==> src/rtl/fetch_unit_pkg.sv <==
// Core-wide constants shared by the core top and the fetch front-end:
// instruction width, default boot address and the canonical NOP.
package rv_defs;

  localparam int          INSTR_WIDTH      = 32;
  localparam logic [31:0] RESET_PC_DEFAULT = 32'h0000_0000;
  localparam logic [31:0] NOP_INSTR        = 32'h0000_0013;

endpackage

==> src/rtl/fetch_unit_if.sv <==
// Fetch front-end bus bundle: redirect input, instruction-memory request and
// response channels, and the decode-side instruction handshake.
interface fetch_unit_if import rv_defs::*; #(
  parameter int PC_WIDTH    = 16,
  parameter int INSTR_WIDTH = rv_defs::INSTR_WIDTH
);

  logic                   redirect_valid;
  logic [PC_WIDTH-1:0]    redirect_pc;
  logic                   imem_req_valid;
  logic                   imem_req_ready;
  logic [PC_WIDTH-1:0]    imem_req_addr;
  logic                   imem_rsp_valid;
  logic [INSTR_WIDTH-1:0] imem_rsp_data;
  logic                   instr_valid;
  logic                   instr_ready;
  logic [INSTR_WIDTH-1:0] instr;
  logic [PC_WIDTH-1:0]    instr_pc;
  logic [PC_WIDTH-1:0]    instr_pc_plus4;

  modport master (
    input  redirect_valid, redirect_pc,
    output imem_req_valid, imem_req_addr,
    input  imem_req_ready,
    input  imem_rsp_valid, imem_rsp_data,
    output instr_valid, instr, instr_pc, instr_pc_plus4,
    input  instr_ready
  );

  modport slave (
    output redirect_valid, redirect_pc,
    input  imem_req_valid, imem_req_addr,
    output imem_req_ready,
    output imem_rsp_valid, imem_rsp_data,
    input  instr_valid, instr, instr_pc, instr_pc_plus4,
    output instr_ready
  );

endinterface

==> src/rtl/fetch_unit_fifo.sv <==
// Synchronous circular FIFO with flush; flush beats push and pop, and the
// head is read from registered storage (no write-to-head bypass).
module fetch_fifo #(
  parameter  int WIDTH = 8,
  parameter  int DEPTH = 4,
  localparam int AW    = (DEPTH > 1) ? $clog2(DEPTH) : 1,
  localparam int CW    = $clog2(DEPTH + 1)
) (
  input  logic             clk_i,
  input  logic             rst_ni,
  input  logic             push_i,
  input  logic             pop_i,
  input  logic             flush_i,
  input  logic [WIDTH-1:0] din_i,
  output logic [CW-1:0]    count_o,
  output logic [WIDTH-1:0] head_o
);

  logic [WIDTH-1:0] mem_q [2**AW];
  logic [AW-1:0]    rd_ptr_q, rd_ptr_d;
  logic [AW-1:0]    wr_ptr_q, wr_ptr_d;
  logic [CW-1:0]    count_q, count_d;

  // Pointers wrap at DEPTH, so non-power-of-two depths work too.
  function automatic logic [AW-1:0] ptr_inc(input logic [AW-1:0] p);
    if (p == AW'(DEPTH - 1)) return '0;
    return p + AW'(1);
  endfunction

  always_comb begin
    rd_ptr_d = rd_ptr_q;
    wr_ptr_d = wr_ptr_q;
    count_d  = count_q;
    if (flush_i) begin
      rd_ptr_d = '0;
      wr_ptr_d = '0;
      count_d  = '0;
    end else begin
      if (push_i) wr_ptr_d = ptr_inc(wr_ptr_q);
      if (pop_i)  rd_ptr_d = ptr_inc(rd_ptr_q);
      case ({push_i, pop_i})
        2'b10:   count_d = count_q + CW'(1);
        2'b01:   count_d = count_q - CW'(1);
        default: count_d = count_q;
      endcase
    end
  end

  always_ff @(posedge clk_i) begin
    if (!rst_ni) begin
      rd_ptr_q <= '0;
      wr_ptr_q <= '0;
      count_q  <= '0;
    end else begin
      rd_ptr_q <= rd_ptr_d;
      wr_ptr_q <= wr_ptr_d;
      count_q  <= count_d;
    end
  end

  always_ff @(posedge clk_i) begin
    if (push_i && !flush_i) mem_q[wr_ptr_q] <= din_i;
  end

  assign count_o = count_q;
  assign head_o  = mem_q[rd_ptr_q];

endmodule

==> src/rtl/fetch_unit.sv <==
// Decoupled instruction fetch: owns the fetch PC, issues credit-limited
// memory requests, pairs in-order responses with their PCs and buffers them.
module fetch_unit import rv_defs::*; #(
  parameter int                  PC_WIDTH        = 16,
  parameter int                  INSTR_WIDTH     = rv_defs::INSTR_WIDTH,
  parameter int                  FIFO_DEPTH      = 4,
  parameter int                  MAX_OUTSTANDING = 2,
  parameter logic [PC_WIDTH-1:0] RESET_PC        = PC_WIDTH'(rv_defs::RESET_PC_DEFAULT)
) (
  input logic          sysclk,
  input logic          rst,
  fetch_unit_if.master bus
);

  localparam int OW  = $clog2(MAX_OUTSTANDING + 1);
  localparam int FCW = $clog2(FIFO_DEPTH + 1);
  localparam int EW  = PC_WIDTH + INSTR_WIDTH;

  logic                active_q;
  logic [PC_WIDTH-1:0] fetch_pc_q, fetch_pc_d;
  logic [OW-1:0]       outstanding_q, outstanding_d;
  logic [OW-1:0]       discard_q, discard_d;

  logic                req_valid, req_fire;
  logic                rsp_acc, rsp_keep, pop;
  logic [FCW-1:0]      fifo_count;
  logic [EW-1:0]       fifo_head;
  logic [OW-1:0]       pcq_count;
  logic [PC_WIDTH-1:0] rsp_pc, head_pc;
  int                  credits;

  // Non-stale in-flight requests each hold a FIFO slot, so pushes never overflow.
  always_comb begin
    credits   = int'(outstanding_q) - int'(discard_q) + int'(fifo_count);
    req_valid = active_q && (int'(outstanding_q) < MAX_OUTSTANDING)
                && (credits < FIFO_DEPTH);
  end

  assign req_fire = req_valid && bus.imem_req_ready;
  assign rsp_acc  = bus.imem_rsp_valid && (outstanding_q != '0);
  assign rsp_keep = rsp_acc && (discard_q == '0) && !bus.redirect_valid;
  assign pop      = (fifo_count != '0) && bus.instr_ready;

  always_comb begin
    fetch_pc_d    = fetch_pc_q;
    outstanding_d = outstanding_q + OW'(req_fire) - OW'(rsp_acc);
    discard_d     = discard_q;
    if (bus.redirect_valid) begin
      fetch_pc_d = bus.redirect_pc & ~PC_WIDTH'(3);
      discard_d  = outstanding_q + OW'(req_fire) - OW'(rsp_acc);
    end else begin
      if (req_fire) fetch_pc_d = fetch_pc_q + PC_WIDTH'(4);
      if (rsp_acc && (discard_q != '0)) discard_d = discard_q - OW'(1);
    end
  end

  // Register stage: the request side is gated one cycle behind reset so that
  // imem_req_valid never depends combinationally on an input.
  always_ff @(posedge sysclk) begin
    if (!rst) begin
      active_q      <= 1'b0;
      fetch_pc_q    <= RESET_PC;
      outstanding_q <= '0;
      discard_q     <= '0;
    end else begin
      active_q      <= 1'b1;
      fetch_pc_q    <= fetch_pc_d;
      outstanding_q <= outstanding_d;
      discard_q     <= discard_d;
    end
  end

  fetch_fifo #(.WIDTH(PC_WIDTH), .DEPTH(MAX_OUTSTANDING)) u_pc_queue (
    .clk_i   (sysclk),
    .rst_ni  (rst),
    .push_i  (req_fire),
    .pop_i   (rsp_acc),
    .flush_i (1'b0),
    .din_i   (fetch_pc_q),
    .count_o (pcq_count),
    .head_o  (rsp_pc)
  );

  fetch_fifo #(.WIDTH(EW), .DEPTH(FIFO_DEPTH)) u_prefetch (
    .clk_i   (sysclk),
    .rst_ni  (rst),
    .push_i  (rsp_keep),
    .pop_i   (pop),
    .flush_i (bus.redirect_valid),
    .din_i   ({rsp_pc, bus.imem_rsp_data}),
    .count_o (fifo_count),
    .head_o  (fifo_head)
  );

  assign head_pc            = fifo_head[EW-1:INSTR_WIDTH];
  assign bus.imem_req_valid = req_valid;
  assign bus.imem_req_addr  = fetch_pc_q;
  assign bus.instr_valid    = (fifo_count != '0);
  assign bus.instr          = (fifo_count != '0) ? fifo_head[INSTR_WIDTH-1:0]
                                                 : INSTR_WIDTH'(NOP_INSTR);
  assign bus.instr_pc       = head_pc;
  assign bus.instr_pc_plus4 = head_pc + PC_WIDTH'(4);

  a_rsp_has_request: assert property (@(posedge sysclk) disable iff (!rst)
    bus.imem_rsp_valid |-> (outstanding_q != '0));
  a_pc_queue_tracks: assert property (@(posedge sysclk) disable iff (!rst)
    pcq_count == outstanding_q);

endmodule

==> src/flat_wrapper.sv <==
// flat-port wrapper written by rule: the top's interface ports become plain ports
module fetch_unit_flat import rv_defs::*;
#(
  parameter int                  PC_WIDTH        = 16,
  parameter int                  INSTR_WIDTH     = rv_defs::INSTR_WIDTH,
  parameter int                  FIFO_DEPTH      = 4,
  parameter int                  MAX_OUTSTANDING = 2,
  parameter logic [PC_WIDTH-1:0] RESET_PC        = PC_WIDTH'(rv_defs::RESET_PC_DEFAULT)
)
  (sysclk, rst, bus_redirect_valid, bus_redirect_pc, bus_imem_req_valid, bus_imem_req_addr, bus_imem_req_ready, bus_imem_rsp_valid, bus_imem_rsp_data, bus_instr_valid, bus_instr, bus_instr_pc, bus_instr_pc_plus4, bus_instr_ready);
  fetch_unit_if #(.PC_WIDTH(PC_WIDTH), .INSTR_WIDTH(INSTR_WIDTH)) bus_i ();
  input logic sysclk;
  input logic rst;
  input wire logic [$bits(bus_i.redirect_valid)-1:0] bus_redirect_valid;
  input wire logic [$bits(bus_i.redirect_pc)-1:0] bus_redirect_pc;
  output wire logic [$bits(bus_i.imem_req_valid)-1:0] bus_imem_req_valid;
  output wire logic [$bits(bus_i.imem_req_addr)-1:0] bus_imem_req_addr;
  input wire logic [$bits(bus_i.imem_req_ready)-1:0] bus_imem_req_ready;
  input wire logic [$bits(bus_i.imem_rsp_valid)-1:0] bus_imem_rsp_valid;
  input wire logic [$bits(bus_i.imem_rsp_data)-1:0] bus_imem_rsp_data;
  output wire logic [$bits(bus_i.instr_valid)-1:0] bus_instr_valid;
  output wire logic [$bits(bus_i.instr)-1:0] bus_instr;
  output wire logic [$bits(bus_i.instr_pc)-1:0] bus_instr_pc;
  output wire logic [$bits(bus_i.instr_pc_plus4)-1:0] bus_instr_pc_plus4;
  input wire logic [$bits(bus_i.instr_ready)-1:0] bus_instr_ready;
  assign bus_i.redirect_valid = bus_redirect_valid;
  assign bus_i.redirect_pc = bus_redirect_pc;
  assign bus_imem_req_valid = bus_i.imem_req_valid;
  assign bus_imem_req_addr = bus_i.imem_req_addr;
  assign bus_i.imem_req_ready = bus_imem_req_ready;
  assign bus_i.imem_rsp_valid = bus_imem_rsp_valid;
  assign bus_i.imem_rsp_data = bus_imem_rsp_data;
  assign bus_instr_valid = bus_i.instr_valid;
  assign bus_instr = bus_i.instr;
  assign bus_instr_pc = bus_i.instr_pc;
  assign bus_instr_pc_plus4 = bus_i.instr_pc_plus4;
  assign bus_i.instr_ready = bus_instr_ready;
  fetch_unit #(.PC_WIDTH(PC_WIDTH), .INSTR_WIDTH(INSTR_WIDTH), .FIFO_DEPTH(FIFO_DEPTH), .MAX_OUTSTANDING(MAX_OUTSTANDING), .RESET_PC(RESET_PC)) u_core (.sysclk(sysclk), .rst(rst), .bus(bus_i));
endmodule
==> config.mk <==
export PLATFORM = sky130hd
export DESIGN_NAME = fetch_unit_flat
export DESIGN_NICKNAME = d
export VERILOG_FILES = /design/src/rtl/fetch_unit_pkg.sv /design/src/rtl/fetch_unit_if.sv /design/src/rtl/fetch_unit_fifo.sv /design/src/rtl/fetch_unit.sv /design/src/flat_wrapper.sv
export SDC_FILE = /design/constraint.sdc
export NUM_CORES = 1
export LEC_CHECK = 0
export CORE_ASPECT_RATIO = 0.5
export CORE_UTILIZATION = 30
export CTS_CLUSTER_SIZE = 8
export DETAILED_ROUTE_END_ITERATION = 7
export SKIP_CTS_REPAIR_TIMING = 1
export SYNTH_ARGS = -nofsm -noshare
export SYNTH_HDL_FRONTEND = slang
export SYNTH_HIERARCHICAL = 1
export SYNTH_SLANG_ARGS = --single-unit
export TNS_END_PERCENT = 30
==> constraint.sdc <==
create_clock -name sysclk -period 11.1 [get_ports sysclk]
set_clock_uncertainty 0.15 [all_clocks]
set_input_delay 3.33 -clock sysclk [delete_from_list [all_inputs] [get_ports sysclk]]
set_output_delay 3.33 -clock sysclk [all_outputs]
set_load 0.005 [all_outputs]
==> summary.md <==
| Metric | Value |
|---|---|
| Outcome | completed |
| CTS clk-pin slew, worst paths | ~50 ps |
| Peak supply drop | 0.0979 mV |
| Die X | around 260 um |
| Largest net degree at the start of global routing | between 40 and 50 |
| N_diodes | 0 |
| IO Count | 136 |
| Post-Syn Area | 0.0103 sq mm |
| Initial Util | between 30% and 40% |
| Root Driver | clkbuf_16 |
| Most common cell after layout, fill and taps aside | edfxtp_1 |
| Fin crit period | 7170 ps |
| Most frequent cells in the layout | edfxtp_1 (224), clkdlybuf4s50_1 (131), mux4_2 (48), clkbuf_16 (39), nor2b_1 (34) |
| Final GP Congestion | 0.751 |
| Crit-path cells | buf_4 -> mux4_2 -> nand4_1 -> nor3_1 -> nand3_1 -> xnor2_1 -> clkdlybuf4s50_1 |
| Layout cells sized above 1 | 16.9% |
| Num CTS Buffers | 37 |
| Final ANT Viol Nets | 0 |
| Slew @ Worst Pin | between 900 and 1000 ps |
| H-Tree Depth | 2 |
| Maxcap violations | 0 |
| Crit path capture type | output port |
| CP peak stage delay | 740 ps |
| Final Cycle Share | between 60% and 70% |
| Core area | 0.0334 sq mm |
| Total gr overflow | 0 |
| Total Wirelength | 21500 um |
| Clock Latency Late Sink | 490 ps |
| Die area | 0.0351 sq mm |
| Synth warnings | 6 |
| Syn Inst Count | 577 |
| Setup repair after global routing missed its margin | false |
| Largest delay share family, worst path | buffers and inverters |
| Nets | 805 |
| HPWL after DPL | 12800 um |
| DRT Pass-1 Iters | 8 |
| Final Max Slew Viols | 0 |
| Initial antenna violation count | 0 |
| Layout Area Growth over Synthesis | 27.7% |
| Maximum clock rate | 140 MHz |
| TNS Setup | 0 ps |
| Clock sink count | 255 |
| Min-Delay Path Class | register to register |
| Static Leak | 4.17 nW |
| CP max FO | 48 |
| CP required | 7620 ps |
| Final hold vios | 0 |
| DRC violations left | 0 |
| Setup crit start kind | register |
| Row cnt | 47 |
| Kind of critical path | register to output port |
| Relative slew margins | about a third |
| Final-layout fill cell count | 3061 |
| Setup Viol. Count Final | 0 |
| Initial DRC count | 262 |
| Wire per inst | between 15 and 20 um |
| Vias | ~5600 |
| First-pass GRT wire length | 33200 um |
| Tot GR Track Use | 12.2% |
| Slowest-stage cell, CP | buf_4 |
| Die Ht | 133 um |
| Buffers on Ports | 131 |
| Buf/Inv on CP | 2 |
| Number of global-route vias before repair | 5929 |
| CTS tree | yes |
| Power Dens Cells | between 150 and 200 mW/mm^2 |
| DR vias/cell | 4.71 |
| Clock Tree Buf Depth | 3 |
| Syn_area_per_cell | 17.8 sq um |
| Overall power | around 2.3 mW |
| Worst EP arrival | 3690 ps |
[where the power goes]
part	leakage (nW)	switching [mW]	internal (mW)
Sequential	2.28	0.0175	1.07
Clock	0.502	0.370	0.632
Combinational	1.39	0.0831	0.0904
Total	4.17	0.470	1.80
[flip-flops by register name, summed over array words and instances, names as in the netlist, named ones only]
| register | cells |
|---|---|
| u_core/active_q | 1 |
| u_core/bus.imem_req_addr | 14 |
| u_core/discard_q | 2 |
| u_core/outstanding_q | 2 |
| u_core/u_pc_queue/mem_q | 32 |
| u_core/u_pc_queue/rd_ptr_q | 1 |
| u_core/u_pc_queue/wr_ptr_q | 1 |
| u_core/u_prefetch/count_o | 3 |
| u_core/u_prefetch/mem_q | 192 |
| u_core/u_prefetch/rd_ptr_q | 2 |
| u_core/u_prefetch/wr_ptr_q | 2 |
[per-stage QoR]
| step | utilization (%) | hold WS (ps) | worst slack, ps | instance area (sq um) | instances |
|---|---|---|---|---|---|
| floorplan | - | 331 | 5210 | 10300 | 584 |
| global placement | 36.3 | 356 | 4340 | 12100 | 1138 |
| detailed placement | 36.3 | 354 | 4320 | 12100 | 1138 |
| CTS | 39.4 | 370 | 3820 | 13100 | 1192 |
| global route | 39.4 | 402 | 3620 | 13100 | 1192 |
| finish | 39.4 | 377 | 3930 | 13100 | 1192 |
[worst min-delay path, delay by kind of cell, from the launching register on]
kind,cells,cell delay (ps)
DFF,1,320
xor gates and xnor gates,1,90
and+or+nand+nor,1,80
[layer usage]
layer  global-route usage [%]  routed length (um)  share of wire (%)  vias up
met1                     14.6                9000                 42     2878
li1                         -                   -                  -     2592
met3                     2.70                 759                3.5       33
met5                        0                   0                  0        -
met4                     4.13                 461                2.1        0
met2                     21.9               11300                 52      108
[final timing paths]
| kind | from | endpoint | slack (ps) | cells after the start |
|---|---|---|---|---|
| worst max-delay path | register | bus_instr_pc_plus4[15] | 3930 | 7 |
| worst min register to register | u_core/u_pc_queue/rd_ptr_q | register | 380 | 2 |
| worst max register to register | u_core/outstanding_q[0] | u_core/u_pc_queue/mem_q[1][15] | 7380 | 10 |
| worst min-delay path | u_core/u_pc_queue/rd_ptr_q | register | 380 | 2 |
[layout make-up]
class | instances | area, sq um | share of cell area (%)
well taps | 441 | 552 | 4.20
repair buffers | 139 | 1370 | 10.4
clock inverters | 1 | 8.76 | 0.0666
flip-flops and latches | 255 | 7350 | 55.9
multi-input cells | 283 | 2760 | 21.0
clock buffers | 53 | 1030 | 7.82
inverters | 20 | 75.1 | 0.571
Note: power is estimated with default switching activity, not from simulation.
